## src/rtl/ifetch_byte_sequencer.sv

```systemverilog
// ifetch_byte_sequencer: IF-stage fetch controller that reads four bytes
// (pc..pc+3) from a byte-wide instruction memory and assembles a big-endian
// 32-bit instruction. It also reports misaligned/out-of-range PCs and memory
// timeouts.
//
// Ports:
//   CLK, Reset        rising-edge clock, synchronous active-high reset
//   fetch_req, pc     fetch request and its byte address (sampled on accept)
//   InsMemRW          memory enable; a request is accepted only while high
//   flush             abort an in-progress fetch, block acceptance in idle
//   fetch_busy        high while reading bytes and during the report cycle
//   instruction       last successfully fetched instruction (held)
//   ins_valid         one-cycle pulse: instruction just updated
//   addr_err          one-cycle pulse: pc misaligned or out of range
//   timeout_err       one-cycle pulse: memory did not ack in time
//   mem_addr, mem_re  byte read address and request (held until mem_ack)
//   mem_rdata, mem_ack  read byte and its completion strobe
module ifetch_byte_sequencer #(
    parameter int unsigned MEM_BYTES = 128,
    parameter int unsigned TIMEOUT   = 8
) (
    input  logic        CLK,
    input  logic        Reset,
    input  logic        fetch_req,
    input  logic [31:0] pc,
    input  logic        InsMemRW,
    input  logic        flush,
    output logic        fetch_busy,
    output logic [31:0] instruction,
    output logic        ins_valid,
    output logic        addr_err,
    output logic        timeout_err,
    output logic [31:0] mem_addr,
    output logic        mem_re,
    input  logic [7:0]  mem_rdata,
    input  logic        mem_ack
);

    localparam int unsigned ADDR_W = 32;
    localparam int unsigned TCNT_W = $clog2(TIMEOUT + 1);
    localparam logic [ADDR_W-1:0] MAX_PC    = ADDR_W'(MEM_BYTES - 4);
    localparam logic [TCNT_W-1:0] TCNT_LAST = TCNT_W'(TIMEOUT - 1);

    typedef enum logic [1:0] {
        S_IDLE = 2'd0,
        S_BYTE = 2'd1,
        S_DONE = 2'd2
    } state_t;

    typedef enum logic [1:0] {
        E_NONE    = 2'd0,
        E_ADDR    = 2'd1,
        E_TIMEOUT = 2'd2
    } err_t;

    state_t              state, state_next;
    err_t                err_next;
    logic [1:0]          idx, idx_next;
    logic [TCNT_W-1:0]   tcnt, tcnt_next;
    logic [ADDR_W-1:0]   base, base_next;
    logic [31:0]         shadow, shadow_next;
    logic                load_ins;

    // Next-state, byte capture and report selection.
    always_comb begin
        state_next  = state;
        err_next    = E_NONE;
        idx_next    = idx;
        tcnt_next   = tcnt;
        base_next   = base;
        shadow_next = shadow;
        load_ins    = 1'b0;

        unique case (state)
            S_IDLE: begin
                if (fetch_req && InsMemRW && !flush) begin
                    base_next = pc;
                    idx_next  = 2'd0;
                    tcnt_next = '0;
                    if ((pc[1:0] != 2'b00) || (pc > MAX_PC)) begin
                        state_next = S_DONE;
                        err_next   = E_ADDR;
                    end else begin
                        state_next = S_BYTE;
                    end
                end
            end

            S_BYTE: begin
                if (flush) begin
                    // flush outranks a simultaneous final ack
                    state_next = S_IDLE;
                    idx_next   = 2'd0;
                    tcnt_next  = '0;
                end else if (mem_ack) begin
                    unique case (idx)
                        2'd0: shadow_next[31:24] = mem_rdata;
                        2'd1: shadow_next[23:16] = mem_rdata;
                        2'd2: shadow_next[15:8]  = mem_rdata;
                        2'd3: shadow_next[7:0]   = mem_rdata;
                    endcase
                    tcnt_next = '0;
                    if (idx == 2'd3) begin
                        load_ins   = 1'b1;
                        state_next = S_DONE;
                        idx_next   = 2'd0;
                    end else begin
                        idx_next = idx + 2'd1;
                    end
                end else if (tcnt == TCNT_LAST) begin
                    // an ack in this same cycle would have taken the branch above
                    state_next = S_DONE;
                    err_next   = E_TIMEOUT;
                    idx_next   = 2'd0;
                    tcnt_next  = '0;
                end else begin
                    tcnt_next = tcnt + TCNT_W'(1);
                end
            end

            S_DONE: begin
                state_next = S_IDLE;
            end

            default: begin
                state_next = S_IDLE;
            end
        endcase
    end

    // State register; outputs are registered from the next-state decode so
    // they line up with the state they describe.
    always_ff @(posedge CLK) begin
        if (Reset) begin
            state       <= S_IDLE;
            idx         <= 2'd0;
            tcnt        <= '0;
            base        <= '0;
            shadow      <= '0;
            instruction <= '0;
            fetch_busy  <= 1'b0;
            mem_re      <= 1'b0;
            mem_addr    <= '0;
            ins_valid   <= 1'b0;
            addr_err    <= 1'b0;
            timeout_err <= 1'b0;
        end else begin
            state  <= state_next;
            idx    <= idx_next;
            tcnt   <= tcnt_next;
            base   <= base_next;
            shadow <= shadow_next;
            if (load_ins) begin
                instruction <= shadow_next;
            end
            fetch_busy  <= (state_next != S_IDLE);
            mem_re      <= (state_next == S_BYTE);
            mem_addr    <= (state_next == S_BYTE) ? (base_next + ADDR_W'(idx_next)) : '0;
            ins_valid   <= (state_next == S_DONE) && (err_next == E_NONE);
            addr_err    <= (state_next == S_DONE) && (err_next == E_ADDR);
            timeout_err <= (state_next == S_DONE) && (err_next == E_TIMEOUT);
        end
    end

endmodule

```

## config.mk

```make
export PLATFORM = sky130hd
export DESIGN_NAME = ifetch_byte_sequencer
export DESIGN_NICKNAME = d
export VERILOG_FILES = /design/src/rtl/ifetch_byte_sequencer.sv
export SDC_FILE = /design/constraint.sdc
export NUM_CORES = 1
export LEC_CHECK = 0
export BUFFER_PORTS_ARGS = -buffer_cell sky130_fd_sc_hd__buf_2
export CAP_MARGIN = 25
export CORE_MARGIN = 2
export CORE_UTILIZATION = 40
export CTS_CLUSTER_DIAMETER = 150
export DETAILED_ROUTE_END_ITERATION = 8
export GPL_TIMING_DRIVEN = 0
export PLACE_DENSITY = 0.67
export SLEW_MARGIN = 30
export SYNTH_ARGS = -nofsm -noshare
export SYNTH_HDL_FRONTEND = slang
export SYNTH_SLANG_ARGS = --single-unit
```

## constraint.sdc

```tcl
create_clock -name CLK -period 3 [get_ports CLK]
set_input_delay 0.3 -clock CLK [delete_from_list [all_inputs] [get_ports CLK]]
set_output_delay 0.3 -clock CLK [all_outputs]
set_load 0.1 [all_outputs]
```

==> results.md, run 1 <==
* Post-synth top area share at 46.1%
* Fin crit period at around 2900 ps
* DIE AREA at ~0.015 mm^2
* Commonest non-fill, non-tap cell in the layout: dfxtp_1
* Row count at 43
* Max Clock Freq at roughly 350 MHz
* Worst VDD drop at roughly 0.42 mV
* Post-Syn Instances at about 630
* Initial core utilization at around two fifths
* Crit start category: flip-flop
* Total power at a little over 4 mW
* Number of remaining DRC errors at 0
* Final hold violations at 0
* Clock tree buffer depth at 2
* Net Switching at a little under 1 mW
* Top cell type by total area after synthesis: dfxtp_1
* Die height at ~120 um
* Critical Path Source: tcnt[0]$_SDFFE_PP0P_
* Final net count at 824
* Ys async rst share at 0%
* Core area at ~0.014 mm^2
* Clk Tree Root Cell: clkbuf_16
* Reg power frac at about 44%
* I/O pin cnt at between 100 and 150
* First-pass GRT wire length at 27600 um
* P per Cell Area at approximately 550 mW/mm^2
* DR vias at between 5000 and 6000
* Max_slew headroom at between 50 and 60%
* Worst-path clk slew at 60 ps
* Vias per Instance at 5.61
* Fin cells at approximately 960
* CTS Sinks at ~130
* Worst-Skew Late Latency at 430 ps
* Most used DFF post-synth: dfxtp_1
* # port buffers at roughly 110
* CP Max Fanout at 4
* Top post-synthesis cells by area: dfxtp_1 (46%), mux2i_1 (8.7%), nor2_1 (5.6%), a211oi_1 (3.6%), nand2_1 (3.6%)
* Switching share of power at around 24%
* Fin worst setup slack at between 100 and 150 ps
* Max Slew Vio Count at 0
* Tcrit/Tclk final at roughly 95%
* WL final at between 15000 and 20000 um
* Share of post-route cells with drive strength above 1 at roughly 26%
* Routability Congestion at between 0.9 and 1
* Critical Path AT at approximately 3200 ps
* First-pass iteration count of the detailed router at 5
* Critical path required time at about 3400 ps
* Commonest non-fill, non-tap cells in the layout: dfxtp_1 (131), buf_2 (124), nor2_1 (85), nand2_1 (54), mux2i_1 (50)
* Vias in the first global route at 5311
* DR iter-0 viols at 480
* Skew final at between 9 and 10 ps
* Register area share after synthesis at around 46%
* CTS tree: done
* Post-Syn Nets at roughly 690
* Post-Syn Area at ~0.0058 mm^2
* Die Wd at around 120 um
* Syn_area_per_cell at roughly 9.1 um^2
* Pre-CTS setup slack at -791 ps
* Max-cap violations at 0
* Clock power share at 50.3%
* DP HPWL at approximately 13000 um
* Combinational power share at under 10%
* Gr usage total at a little under a quarter
* Worst hold slack at between 100 and 150 ps
* Largest net degree at the start of global routing at 19
* Worst R2R Start: tcnt[0]$_SDFFE_PP0P_
* GRT overflow at 0
* Unrepaired setup endpoints after global routing: no
* Antenna violations before repair at 0
* Flop-to-flop setup slack at ~150 ps
* Area delta synth->final at 26.6%
* Internal power at 3.05 mW
* Leak at between 3 and 4 nW
* Pin slew with the least headroom to its limit at 668 ps
* Routed Antenna Nets at 0
* Dpl cells at approximately 930
* Crit path kind: flip-flop to flip-flop
* Yosys warning count at 0
* CTS Buf Count at 17
* Status: finished, final reports clean
* Max H-tree Level at 4
* Post-synth EDFFs at 0
* WL per Instance at 18.4 um
* Number of diodes at 0
* Synth cell types at 67
* Worst hold start: pc[4]
* Synth Register Bits at 133
* Setup violators final at 0
* CP Capture Type: flip-flop
* Worst Hold Class: primary input to flip-flop
## synthesized netlist by cell type (2+ instances only)
cell and number:
nand3b_1 3, a22oi_1 2, o21ai_0 10, nor4_2 5, dfxtp_1 133, buf_1 5, nand4b_1 3, ha_1 7
buf_2 14, and2_1 12, nor4_1 18, nor3b_1 2, nor2_1 86, o31a_1 9, a211oi_1 28, a21oi_1 25
nand2b_1 7, and3_1 6, a31oi_1 5, or3_1 4, mux2i_1 50, xor2_1 4, nor2b_1 5, buf_6 3
a22o_1 2, xnor2_1 6, nand2_1 56, nand3_1 21, mux2_2 4, and4_1 3, nand4_1 8, a21o_1 2
inv_1 6, nor3_1 25, o211ai_1 3, clkbuf_1 18
## what timing repair did
item / 4_1_cts / 5_1_grt
setup endpoints to repair: 28 / 21
pin swaps: 2 / 4
buffers inserted: 3 / 7
endpoints found under the hold margin: 0 / 0
gates resized for setup: 13 / 8
hold buffers: 0 / 0
## critical path, cell delays in order (launching register included)
cell      delay, ps
dfxtp_1         380
ha_2            230
nand3b_1        120
nand2_1         110
nand2b_1         80
a22o_1          280
ha_1            310
a21o_1          180
nand2_1          80
o21a_1          200
buf_4           150
or4b_1          490
a21oi_1         170
## per-layer routing
metal,vias up,wire [um],GRT usage (%)
li1,2548,-,-
met2,251,8430,40.0
met4,0,437,9.13
met1,2569,7310,28.8
met3,39,1590,7.23
met5,-,0,0
## stage by stage
step	TNS, ps	util (%)	cell area (um^2)
after global routing	0	52.2	7310
after CTS	0	51.6	7220
after floorplan	0	-	5810
final	0	52.2	7310
after detailed placement	-16510	47.2	6600
after global placement	-16890	47.2	6600
## path summary, 6_finish.rpt
check / end / depth (start not counted)
hold / removal: base[4]$_SDFF_PP0_ / 3
hold reg to reg: instruction[2]$_SDFFE_PP0P_ / 2
setup / recovery: mem_addr[19]$_SDFF_PP0_ / 12
setup reg to reg: mem_addr[19]$_SDFF_PP0_ / 12
## area by class of cell
class / count / area, um^2
Clock inverter: 12 / 116
Buffer: 37 / 215
Clock buffer: 20 / 457
Sequential cell: 133 / 2670
Multi-Input combinational cell: 450 / 2940
Inverter: 7 / 27.5
Fill cell: 1307 / 6680
Timing Repair Buffer: 124 / 658
Tap cell: 180 / 225
## power by group through the flow
stage | logic, mW | clock network [mW] | registers [mW]
finish | 0.212 | 2.03 | 1.79
detailed placement | 0.206 | 0 | 1.83
global route | 0.228 | 2.13 | 1.79
floorplan | 0.105 | 0 | 1.83
global placement | 0.204 | 0 | 1.83
CTS | 0.209 | 2.05 | 1.79
## cells by family after synthesis
| kind of cell | share of synthesized area, % |
|---|---|
| fa+ha+maj | 1.86 |
| simple gates | 24.3 |
| flops | 46.1 |
| mux | 9.45 |
| compound gates | 12.9 |
| xor+xnor | 1.52 |
| buf+inv | 3.90 |
## sequential cells by signal, indices dropped and copies added (netlist names), 2 cells and up
register	flops
state	2
mem_addr	32
idx	2
tcnt	4
instruction	32
shadow	24
base	32
Note: power is estimated with default switching activity, not from simulation.
==> run 2, diff against run 1 <==
--- a/config.mk
+++ b/config.mk
@@ -8,11 +8,11 @@
 export BUFFER_PORTS_ARGS = -buffer_cell sky130_fd_sc_hd__buf_2
 export CAP_MARGIN = 25
 export CORE_MARGIN = 2
-export CORE_UTILIZATION = 40
+export CORE_UTILIZATION = 45
 export CTS_CLUSTER_DIAMETER = 150
 export DETAILED_ROUTE_END_ITERATION = 8
 export GPL_TIMING_DRIVEN = 0
-export PLACE_DENSITY = 0.67
+export PLACE_DENSITY = 0.74
 export SLEW_MARGIN = 30
 export SYNTH_ARGS = -nofsm -noshare
 export SYNTH_HDL_FRONTEND = slang
==> results.md, run 2 (synthesis gave the netlist of run 1 again) <==
* Status: finished, final reports clean
* Fin worst setup slack at 144 ps (-5.03 ps)
* First-pass GRT wire length at 26800 um (-2.8%)
* Worst VDD drop at 0.374 mV (-11%)
* Worst Hold Path EP: base[6]$_SDFF_PP0_
* P per Cell Area at 558 mW/mm^2 (+0.98%)
* WL final at 17300 um (-2.3%)
* DR iter-0 viols at 402 (-16%)
* Routed Antenna Nets at 0 (unchanged)
* Layout Utilization at 58.3% (+6.0 points)
* Antenna violations before repair at 0 (unchanged)
* I/O pin cnt at 115 (unchanged)
* Vias in the first global route at 5129 (-3.4%)
* DP HPWL at 12700 um (-2.4%)
* CTS Sinks at 133 (unchanged)
* Routability Congestion at 0.941 (-0.12%)
* Skew final at 9.31 ps (+0.146 ps)
* CP Max Fanout at 10 (+6)
* Max-cap violations at 0 (unchanged)
* Final hold violations at 0 (unchanged)
* Core area at 0.0126 mm^2 (-10%)
* Worst-path clk slew at 60 ps (about the same)
* Die height at 117 um (-5.5%)
* Number of diodes at 0 (unchanged)
* Setup violators final at 0 (unchanged)
* Max Slew Vio Count at 0 (unchanged)
* Die Wd at 117 um (-5.5%)
* Worst R2R Start: state[1]$_SDFF_PP0_
* DR vias at 5358 (-0.91%)
* Area delta synth->final at 26.9%
* Share of post-route cells with drive strength above 1 at 26.3% (+0.48 points)
* Leak at 3.01 nW (about the same)
* Dpl cells at 917 (-0.86%)
* Critical path required time at 3350 ps (about the same)
* Row count at 41 (-4.7%)
* Design Area, Final at 0.00732 mm^2 (+0.22%)
* Fin crit period at 2860 ps (+5.03 ps)
* Max H-tree Level at 4 (unchanged)
* Vias per Instance at 5.63 (+0.24%)
* Commonest non-fill, non-tap cell in the layout: dfxtp_1
* # port buffers at 114 (unchanged)
* Tcrit/Tclk final at 95.2% (+0.17 points)
* FF-to-FF End: mem_addr[19]$_SDFF_PP0_
* Clk Tree Root Cell: clkbuf_16
* Clock tree buffer depth at 2 (unchanged)
* Total power at 4.09 mW (+1.2%)
* Placed cell area at 0.00659 mm^2 (-0.15%)
* Crit start category: flip-flop
* Initial core utilization at 45.9% (+4.7 points)
* Largest net degree at the start of global routing at 19 (unchanged)
* Pre-CTS setup slack at -799 ps (-8.14 ps)
* CTS Buf Count at 17 (unchanged)
* Worst hold start: pc[6]
* CTS tree: done
* WHS Path Cells at 3 (unchanged)
* Commonest non-fill, non-tap cells in the layout: dfxtp_1 (130), buf_2 (124), nor2_1 (85), nand2_1 (54), mux2i_1 (50)
* R2R depth at 14 (+2)
* Worst-Skew Late Latency at 430 ps (about the same)
* Top flop regs: base (32), instruction (32), mem_addr (32)
* Worst hold slack at 159 ps (+11.4 ps)
* First-pass iteration count of the detailed router at 5 (unchanged)
* Final net count at 821 (-0.36%)
* Number of remaining DRC errors at 0 (unchanged)
* GRT overflow at 0 (unchanged)
* Critical Path AT at 3210 ps (about the same)
* DIE AREA at 0.0137 mm^2 (-11%)
* Max_slew headroom at 57.4% (+1.9 points)
* Worst Hold Class: primary input to flip-flop
* Max Clock Freq at 350 MHz (-0.18%)
* Fin Setup TNS at 0 ps (unchanged)
* WL per Instance at 18.2 um (-1.2%)
* Unrepaired setup endpoints after global routing: no
* Pin slew with the least headroom to its limit at 638 ps (-29.2 ps)
* Gr usage total at 25.8% (+1.9 points)
* Flop-to-flop setup slack at 140 ps (about the same)
* Crit path kind: flip-flop to flip-flop
* CP Capture Type: flip-flop
* Fin cells at 952 (-1.1%)
==> run 2: report_power, final <==
| group | internal (mW) | switching [mW] | total [mW] |
|---|---|---|---|
| combinational | 0.0720 | 0.142 | 0.214 |
| clock | 1.20 | 0.881 | 2.08 |
| sequential | 1.78 | 0.0119 | 1.79 |
==> run 2: cell type report <==
class,instances,area (um^2)
Clock inverter,14,153
Timing Repair Buffer,120,616
Fill cell,1133,5250
Tap cell,172,215
Buffer,38,226
Multi-Input combinational cell,450,2980
Sequential cell,133,2670
Clock buffer,18,439
Inverter,7,27.5
==> run 2: worst max-delay path by stage <==
stage,slack (ps),to,from
after CTS,8,mem_addr[16]$_SDFF_PP0_,state[0]$_SDFF_PP0_
after detailed placement,-800,mem_addr[7]$_SDFF_PP0_,flush
after global routing,20,mem_addr[8]$_SDFF_PP0_,state[1]$_SDFF_PP0_
final,140,mem_addr[19]$_SDFF_PP0_,state[1]$_SDFF_PP0_
after floorplan,2,mem_addr[8]$_SDFF_PP0_,state[1]$_SDFF_PP0_
after global placement,-780,mem_addr[7]$_SDFF_PP0_,flush
==> run 2: repair_timing <==
| item | 4_1_cts | 5_1_grt |
|---|---|---|
| pin swaps | 2 | 1 |
| resized for setup | 15 | 14 |
| setup endpoints to repair | 28 | 22 |
| setup buffers | 3 | 3 |
| gates cloned | 0 | 0 |
| hold buffers | 0 | 0 |
==> run 2: worst max-delay path, stage by stage (launching register included) <==
cell and delay [ps]:
dfxtp_4 400, or2_1 150, buf_6 170, nor2_4 50
buf_12 130, buf_6 130, nand2_1 80, nand2_1 100
ha_1 300, a21o_1 180, nand2_1 90, o21a_1 200
buf_4 160, or4b_1 490, a21oi_1 150
==> run 2: layer usage <==
layer / track usage, % / routed length, um
met1: 33.0 / 7480
met4: 9.49 / 413
met5: 0 / 0
met2: 41.6 / 8010
met3: 7.11 / 1450
